`config.mk`:
```
export PLATFORM = sky130hd
export DESIGN_NAME = alu_ctrl_stage_flat
export DESIGN_NICKNAME = d
export VERILOG_FILES = /design/src/rtl/alu_pkg.sv /design/src/rtl/alu_ctrl_stage_if.sv /design/src/rtl/alu_ctrl_decode.sv /design/src/rtl/alu_ctrl_stage.sv /design/src/flat_wrapper.sv
export SDC_FILE = /design/constraint.sdc
export NUM_CORES = 1
export LEC_CHECK = 0
export ABC_AREA = 1
export CAP_MARGIN = 40
export CORE_MARGIN = 3
export CORE_UTILIZATION = 45
export CTS_CLUSTER_SIZE = 20
export DETAILED_ROUTE_END_ITERATION = 10
export GPL_TIMING_DRIVEN = 0
export PLACE_DENSITY = 0.76
export SYNTH_ARGS = -nofsm -noshare
export SYNTH_HDL_FRONTEND = slang
export SYNTH_SLANG_ARGS = --single-unit
```
`constraint.sdc`:
```
create_clock -name clk -period 1.75 [get_ports clk]
set_clock_uncertainty 0.15 [all_clocks]
set_input_delay 0.175 -clock clk [delete_from_list [all_inputs] [get_ports clk]]
set_output_delay 0.175 -clock clk [all_outputs]
set_load 0.005 [all_outputs]
```
`src/rtl/alu_pkg.sv`:
```
// Shared constants and types for the ALU-control decode stage: ALU codes,
// PSR write-enable classes, opcode field values, FSM state and decode record.
package alu_pkg;

   localparam logic [4:0] ALU_ADD   = 5'b00000;
   localparam logic [4:0] ALU_SUB   = 5'b00001;
   localparam logic [4:0] ALU_MUL   = 5'b00010;
   localparam logic [4:0] ALU_AND   = 5'b00011;
   localparam logic [4:0] ALU_OR    = 5'b00100;
   localparam logic [4:0] ALU_XOR   = 5'b00101;
   localparam logic [4:0] ALU_SCOND = 5'b00111;
   localparam logic [4:0] ALU_MOV   = 5'b01000;
   localparam logic [4:0] ALU_LUI   = 5'b01001;
   localparam logic [4:0] ALU_NOT   = 5'b01010;
   localparam logic [4:0] ALU_LSH   = 5'b01011;
   localparam logic [4:0] ALU_SHL   = 5'b01100;
   localparam logic [4:0] ALU_LSHR  = 5'b01101;
   localparam logic [4:0] ALU_ASHU  = 5'b01110;
   localparam logic [4:0] ALU_ASHR  = 5'b01111;
   localparam logic [4:0] ALU_BCOND = 5'b10000;
   localparam logic [4:0] ALU_JCOND = 5'b10001;

   // PSR enables are ordered {C,L,F,Z,N}
   localparam logic [4:0] PSR_ARITH = 5'b10111;
   localparam logic [4:0] PSR_CMP   = 5'b01011;
   localparam logic [4:0] PSR_LOGIC = 5'b00010;
   localparam logic [4:0] PSR_NONE  = 5'b00000;

   localparam logic [3:0] OP_REG   = 4'h0;
   localparam logic [3:0] OP_SPEC  = 4'h4;
   localparam logic [3:0] OP_SHIFT = 4'h8;
   localparam logic [3:0] OP_BCOND = 4'hC;
   localparam logic [3:0] OP_MULI  = 4'hE;
   localparam logic [3:0] FN_MUL   = 4'hE;

   typedef enum logic [1:0] {IDLE, FULL, MULBUSY} stateT;

   typedef struct packed {
      logic [4:0] aluCtrl;
      logic [4:0] psrWrEn;
      logic       illegal;
      logic       isMul;
   } decodeT;

endpackage

```
`src/rtl/alu_ctrl_stage_if.sv`:
```
// Handshake bus of the ALU-control stage: instruction side in, ALU/PSR side out.
interface alu_ctrl_stage_if;
   logic       in_valid;
   logic       in_ready;
   logic [3:0] oper;
   logic [3:0] func;
   logic [3:0] cond;
   logic       flush;
   logic       out_ready;
   logic       out_valid;
   logic [4:0] alu_ctrl;
   logic [4:0] psr_wr_en;
   logic [3:0] cond_out;
   logic       illegal;

   modport master (
      output in_valid, oper, func, cond, flush, out_ready,
      input  in_ready, out_valid, alu_ctrl, psr_wr_en, cond_out, illegal
   );

   modport slave (
      input  in_valid, oper, func, cond, flush, out_ready,
      output in_ready, out_valid, alu_ctrl, psr_wr_en, cond_out, illegal
   );
endinterface

```
`src/rtl/alu_ctrl_decode.sv`:
```
// Pure combinational decode of oper/func into ALU code, PSR enables,
// illegal flag and multiply marker. Illegal encodings leave code and enables at zero.
module alu_ctrl_decode
   import alu_pkg::*;
(
   input  logic [3:0] oper,
   input  logic [3:0] func,
   output decodeT     dec
);

   always_comb begin
      dec = '0;
      case (oper)
         OP_REG: begin
            case (func)
               4'h1: begin dec.aluCtrl = ALU_AND; dec.psrWrEn = PSR_LOGIC; end
               4'h2: begin dec.aluCtrl = ALU_OR;  dec.psrWrEn = PSR_LOGIC; end
               4'h3: begin dec.aluCtrl = ALU_XOR; dec.psrWrEn = PSR_LOGIC; end
               4'h4: begin dec.aluCtrl = ALU_NOT; dec.psrWrEn = PSR_LOGIC; end
               4'h5, 4'h6: begin dec.aluCtrl = ALU_ADD; dec.psrWrEn = PSR_ARITH; end
               4'h7: dec.aluCtrl = ALU_ADD;
               4'h9, 4'hA: begin dec.aluCtrl = ALU_SUB; dec.psrWrEn = PSR_ARITH; end
               4'hB: begin dec.aluCtrl = ALU_SUB; dec.psrWrEn = PSR_CMP; end
               4'hD: dec.aluCtrl = ALU_MOV;
               FN_MUL: begin dec.aluCtrl = ALU_MUL; dec.isMul = 1'b1; end
               4'hF: begin dec.aluCtrl = ALU_AND; dec.psrWrEn = PSR_LOGIC; end
               default: dec.illegal = 1'b1;
            endcase
         end
         OP_SPEC: begin
            case (func)
               4'h8: dec.aluCtrl = ALU_MOV;
               4'hC: dec.aluCtrl = ALU_JCOND;
               4'hD: dec.aluCtrl = ALU_SCOND;
               default: dec.illegal = 1'b1;
            endcase
         end
         OP_SHIFT: begin
            case (func)
               4'h0, 4'h2: dec.aluCtrl = ALU_SHL;
               4'h1: dec.aluCtrl = ALU_LSHR;
               4'h3: dec.aluCtrl = ALU_ASHR;
               4'h4: dec.aluCtrl = ALU_LSH;
               4'h6: dec.aluCtrl = ALU_ASHU;
               default: dec.illegal = 1'b1;
            endcase
         end
         OP_BCOND: dec.aluCtrl = ALU_BCOND;
         default: begin
            // remaining opers are the immediate forms, decoded by oper alone
            case (oper)
               4'h1: begin dec.aluCtrl = ALU_AND; dec.psrWrEn = PSR_LOGIC; end
               4'h2: begin dec.aluCtrl = ALU_OR;  dec.psrWrEn = PSR_LOGIC; end
               4'h3: begin dec.aluCtrl = ALU_XOR; dec.psrWrEn = PSR_LOGIC; end
               4'h5, 4'h6: begin dec.aluCtrl = ALU_ADD; dec.psrWrEn = PSR_ARITH; end
               4'h7: dec.aluCtrl = ALU_ADD;
               4'h9, 4'hA: begin dec.aluCtrl = ALU_SUB; dec.psrWrEn = PSR_ARITH; end
               4'hB: begin dec.aluCtrl = ALU_SUB; dec.psrWrEn = PSR_CMP; end
               4'hD: dec.aluCtrl = ALU_MOV;
               OP_MULI: begin dec.aluCtrl = ALU_MUL; dec.isMul = 1'b1; end
               4'hF: dec.aluCtrl = ALU_LUI;
               default: dec.illegal = 1'b1;
            endcase
         end
      endcase
   end

endmodule

```
`src/rtl/alu_ctrl_stage.sv`:
```
// Registered, handshaked ALU-control stage: decodes one instruction per
// transfer and holds multiplies for MUL_CYCLES before presenting them.
module alu_ctrl_stage
   import alu_pkg::*;
#(
   parameter int MUL_CYCLES = 3,
   parameter int CNT_W      = 2
) (
   input  logic            clk,
   input  logic            reset,
   alu_ctrl_stage_if.slave bus
);

   stateT             state, stateNext;
   logic [CNT_W-1:0]  count, countNext;
   decodeT            dec;
   logic              accept, load;
   logic [4:0]        aluQ, psrQ;
   logic [3:0]        condQ;
   logic              illQ;

   alu_ctrl_decode uDec (
      .oper (bus.oper),
      .func (bus.func),
      .dec  (dec)
   );

   assign bus.in_ready = (state == IDLE) | ((state == FULL) & bus.out_ready);
   assign accept       = bus.in_valid & bus.in_ready;

   always_comb begin
      stateNext = state;
      countNext = count;
      load      = 1'b0;
      if (bus.flush) begin
         // flush wins over a same-cycle accept; that input is dropped
         stateNext = IDLE;
         countNext = '0;
      end else if (accept) begin
         load = 1'b1;
         if (dec.isMul && (MUL_CYCLES > 1)) begin
            stateNext = MULBUSY;
            countNext = CNT_W'(MUL_CYCLES - 1);
         end else begin
            stateNext = FULL;
         end
      end else begin
         case (state)
            MULBUSY: begin
               if (count == '0) stateNext = FULL;
               else             countNext = count - CNT_W'(1);
            end
            FULL:    if (bus.out_ready) stateNext = IDLE;
            default: ;
         endcase
      end
   end

   always_ff @(posedge clk) begin
      if (reset) begin
         state <= IDLE;
         count <= '0;
         aluQ  <= '0;
         psrQ  <= '0;
         condQ <= '0;
         illQ  <= 1'b0;
      end else begin
         state <= stateNext;
         count <= countNext;
         if (load) begin
            aluQ  <= dec.aluCtrl;
            psrQ  <= dec.psrWrEn;
            condQ <= bus.cond;
            illQ  <= dec.illegal;
         end
      end
   end

   assign bus.out_valid = (state == FULL);
   assign bus.alu_ctrl  = aluQ;
   assign bus.psr_wr_en = psrQ;
   assign bus.cond_out  = condQ;
   assign bus.illegal   = illQ;

endmodule

```
`src/flat_wrapper.sv`:
```
// flat-port wrapper written by rule: the top's interface ports become plain ports
module alu_ctrl_stage_flat import alu_pkg::*;
#(
   parameter int MUL_CYCLES = 3,
   parameter int CNT_W      = 2
)
  (clk, reset, bus_in_valid, bus_oper, bus_func, bus_cond, bus_flush, bus_out_ready, bus_in_ready, bus_out_valid, bus_alu_ctrl, bus_psr_wr_en, bus_cond_out, bus_illegal);
  alu_ctrl_stage_if bus_i ();
  input  logic clk;
  input  logic reset;
  input wire logic [$bits(bus_i.in_valid)-1:0] bus_in_valid;
  input wire logic [$bits(bus_i.oper)-1:0] bus_oper;
  input wire logic [$bits(bus_i.func)-1:0] bus_func;
  input wire logic [$bits(bus_i.cond)-1:0] bus_cond;
  input wire logic [$bits(bus_i.flush)-1:0] bus_flush;
  input wire logic [$bits(bus_i.out_ready)-1:0] bus_out_ready;
  output wire logic [$bits(bus_i.in_ready)-1:0] bus_in_ready;
  output wire logic [$bits(bus_i.out_valid)-1:0] bus_out_valid;
  output wire logic [$bits(bus_i.alu_ctrl)-1:0] bus_alu_ctrl;
  output wire logic [$bits(bus_i.psr_wr_en)-1:0] bus_psr_wr_en;
  output wire logic [$bits(bus_i.cond_out)-1:0] bus_cond_out;
  output wire logic [$bits(bus_i.illegal)-1:0] bus_illegal;
  assign bus_i.in_valid = bus_in_valid;
  assign bus_i.oper = bus_oper;
  assign bus_i.func = bus_func;
  assign bus_i.cond = bus_cond;
  assign bus_i.flush = bus_flush;
  assign bus_i.out_ready = bus_out_ready;
  assign bus_in_ready = bus_i.in_ready;
  assign bus_out_valid = bus_i.out_valid;
  assign bus_alu_ctrl = bus_i.alu_ctrl;
  assign bus_psr_wr_en = bus_i.psr_wr_en;
  assign bus_cond_out = bus_i.cond_out;
  assign bus_illegal = bus_i.illegal;
  alu_ctrl_stage #(.MUL_CYCLES(MUL_CYCLES), .CNT_W(CNT_W)) u_core (.clk(clk), .reset(reset), .bus(bus_i));
endmodule
```
==> reports/results.txt <==
max incr delay on CP -> 500 ps
crit path DAT -> 1350 ps
HP Class -> in -> reg
Critical path origin -> u_core.state[1]$_SDFFE_PP0P_
total clock sinks -> 18
Slew HR -> 0.785
Worst-Skew Late Latency -> 290 ps
top post-synthesis cells by area -> dfxtp_1 27%, nand2_1 15%, nor2_1 7.3%
most common cell after layout, fill and taps aside -> nand2_1
CP Launch Type -> flip-flop
critical path class -> reg -> out
Layout Cells excl Fill -> 290
Final min period -> 1680 ps
R2R Setup Slk -> 80 ps
io pins -> 34
# Max-Cap Violations -> 0
met3 global-route usage -> 0.0404
Placement Setup Slack -> -54.9 ps
CP max-delay cell -> clkdlybuf4s50_1
pwr/cell area -> 541 nW/um^2
Seq/Total Area, Yosys -> 0.270
met2 GRT Util -> 0.270
ANT nets after route -> 0
via count -> 1457
Placer Congestion -> 0.883
final worst slack -> 72.2 ps
Die ar. -> 3650 um^2
post-layout net count -> 281
H-tree depth -> 1
Synth top area share -> 0.270
Routed WL per cell -> 11.2 um
f_max -> 596 MHz
root buffer cell -> clkbuf_4
CP endpoint kind -> output pin
Vias/cell -> 5.02
worst hold start -> bus_func[2]
flops & latches, synth -> 18
CTS Buf Count -> 3
share of cells above drive strength 1 -> 0.185
DRT Pass-1 Iters -> 4
# placed instances -> 276
Top delay family on crit path -> buffers and inverters
antenna cells -> 0
clock tree buffer depth -> 2
initial DRC count -> 106
first-pass GRT wire length -> 4.94 mm
leak pwr -> 0.904 nW
endpoints failing hold -> 0
max-slew violation count -> 0
total congestion overflow -> 0
initial core utilization -> 0.479
antenna violations before repair -> 0
Die H -> 60.4 um
critical-path cell list -> inv_2 > ha_4 > clkdlybuf4s50_1
Fillers -> 248
Detailed Place HPWL -> 2.40 mm
CTS tree -> yes
post-synthesis cell area -> 1330 um^2
Reg-to-Reg Start -> u_core.state[1]$_SDFFE_PP0P_
GR peak layer -> met2
CP Buf/Inv Count -> 2
status -> completed
row cnt -> 19
Worst Tran Pin Value -> 321 ps
Synthesis Warnings -> 0
Layout area overhead -> 37.5%
All-Layer GR Usage -> 0.176
Syn Inst Count -> 213
largest net degree at the start of global routing -> 11
PortBufs -> 32
Distinct cells, synth -> 28
core area -> 2780 um^2
Worst-path clk slew -> 100 ps
critical path fanouts, max -> 3
vias in the first global route -> 1161
Syn Nets -> 234
area leader, netlist -> dfxtp_1
worst vdd ir -> 0.816 mV
Syn Area/Cell -> 6.26 um^2
# setup viols final -> 0
period utilization -> 0.959
most frequent cells in the layout -> 53 x nand2_1, 31 x clkdlybuf4s50_1, 26 x nor2_1, 23 x inv_1, 17 x o21ai_0
Final Routed Wirelength -> 3.24 mm
met1 GRT Util -> 0.251
Hold-fix buffers, CTS -> 0
Die W -> 60.4 um
Req. time, crit path -> 1420 ps
drt drc -> 0
sequential cells by signal (all words and copies together), names as in the netlist:
name,count
u_core.bus.illegal,1
u_core.count,2
u_core.bus.psr_wr_en,4
u_core.state,2
u_core.bus.alu_ctrl,5
u_core.bus.cond_out,4
worst min-delay path: stages:
cell and delay, ps:
buf_2 160, a21oi_1 90, a21oi_1 150, a21oi_1 80
path summary, 6_finish.rpt:
kind,cells after the start,end
max,3,bus_out_valid
min,4,u_core.bus.alu_ctrl[2]$_SDFFE_PP0P_
max reg2reg,10,u_core.bus.psr_wr_en[3]$_SDFFE_PP0P_
min reg2reg,2,u_core.count[1]$_SDFFE_PP0P_
metal layers:
layer / vias up / share of wire
met4: 0 / 0.013
met2: 41 / 0.46
met5: - / 0
met3: 4 / 0.060
li1: 771 / -
met1: 641 / 0.47
synth_stat cells (all sizes together):
| cell | number |
|---|---|
| nand2 | 61 |
| nor2 | 33 |
| inv | 32 |
| o21ai | 20 |
| dfxtp | 18 |
| nand3 | 16 |
| a21oi | 14 |
| buf | 4 |
| ha | 4 |
| a31oi | 3 |
| o211ai | 2 |
| or2 | 2 |
| a22oi | 1 |
| nand4 | 1 |
| o21a | 1 |
| o21bai | 1 |
per-stage QoR:
stage	TNS (ps)	utilization	power [mW]	area [um^2]	hold WS (ps)
after floorplan	0	-	0.596	1330	94.1
after global placement	-221	0.608	0.720	1690	300
after detailed placement	-210	0.608	0.719	1690	295
after CTS	0	0.625	0.979	1740	248
after global routing	-20.0	0.659	1.05	1830	313
final	0	0.659	0.991	1830	251
cell families after synthesis:
kind of cell / after synthesis / synth area share
flops: 18 / 0.270
compound gates: 42 / 0.170
fa+ha+maj: 4 / 0.0376
buf+inv: 36 / 0.115
simple gates: 113 / 0.407
where the power goes:
| group | total, mW | switching [mW] | internal (mW) | leakage, nW |
|---|---|---|---|---|
| sequential | 0.443 | 0.0122 | 0.431 | 0.148 |
| combinational | 0.293 | 0.148 | 0.145 | 0.734 |
| clock | 0.255 | 0.128 | 0.127 | 0.0210 |
repair_timing:
action                                 4_1_cts  5_1_grt
endpoints found under the hold margin        0        0
pin swaps                                    0        4
gates resized for setup                      3        7
setup endpoints to repair                    2        5
setup buffers                                1        9
final cells by class:
| class | count | area [um^2] | share of cell area |
|---|---|---|---|
| Buffer | 4 | 31.3 | 0.0171 |
| Clock buffer | 4 | 36.3 | 0.0198 |
| Inverter | 32 | 123 | 0.0669 |
| Multi-Input combinational cell | 159 | 843 | 0.460 |
| Sequential cell | 18 | 365 | 0.199 |
| Timing Repair Buffer | 42 | 394 | 0.215 |
| Tap cell | 31 | 38.8 | 0.0212 |
Note: power is estimated with default switching activity, not from simulation.
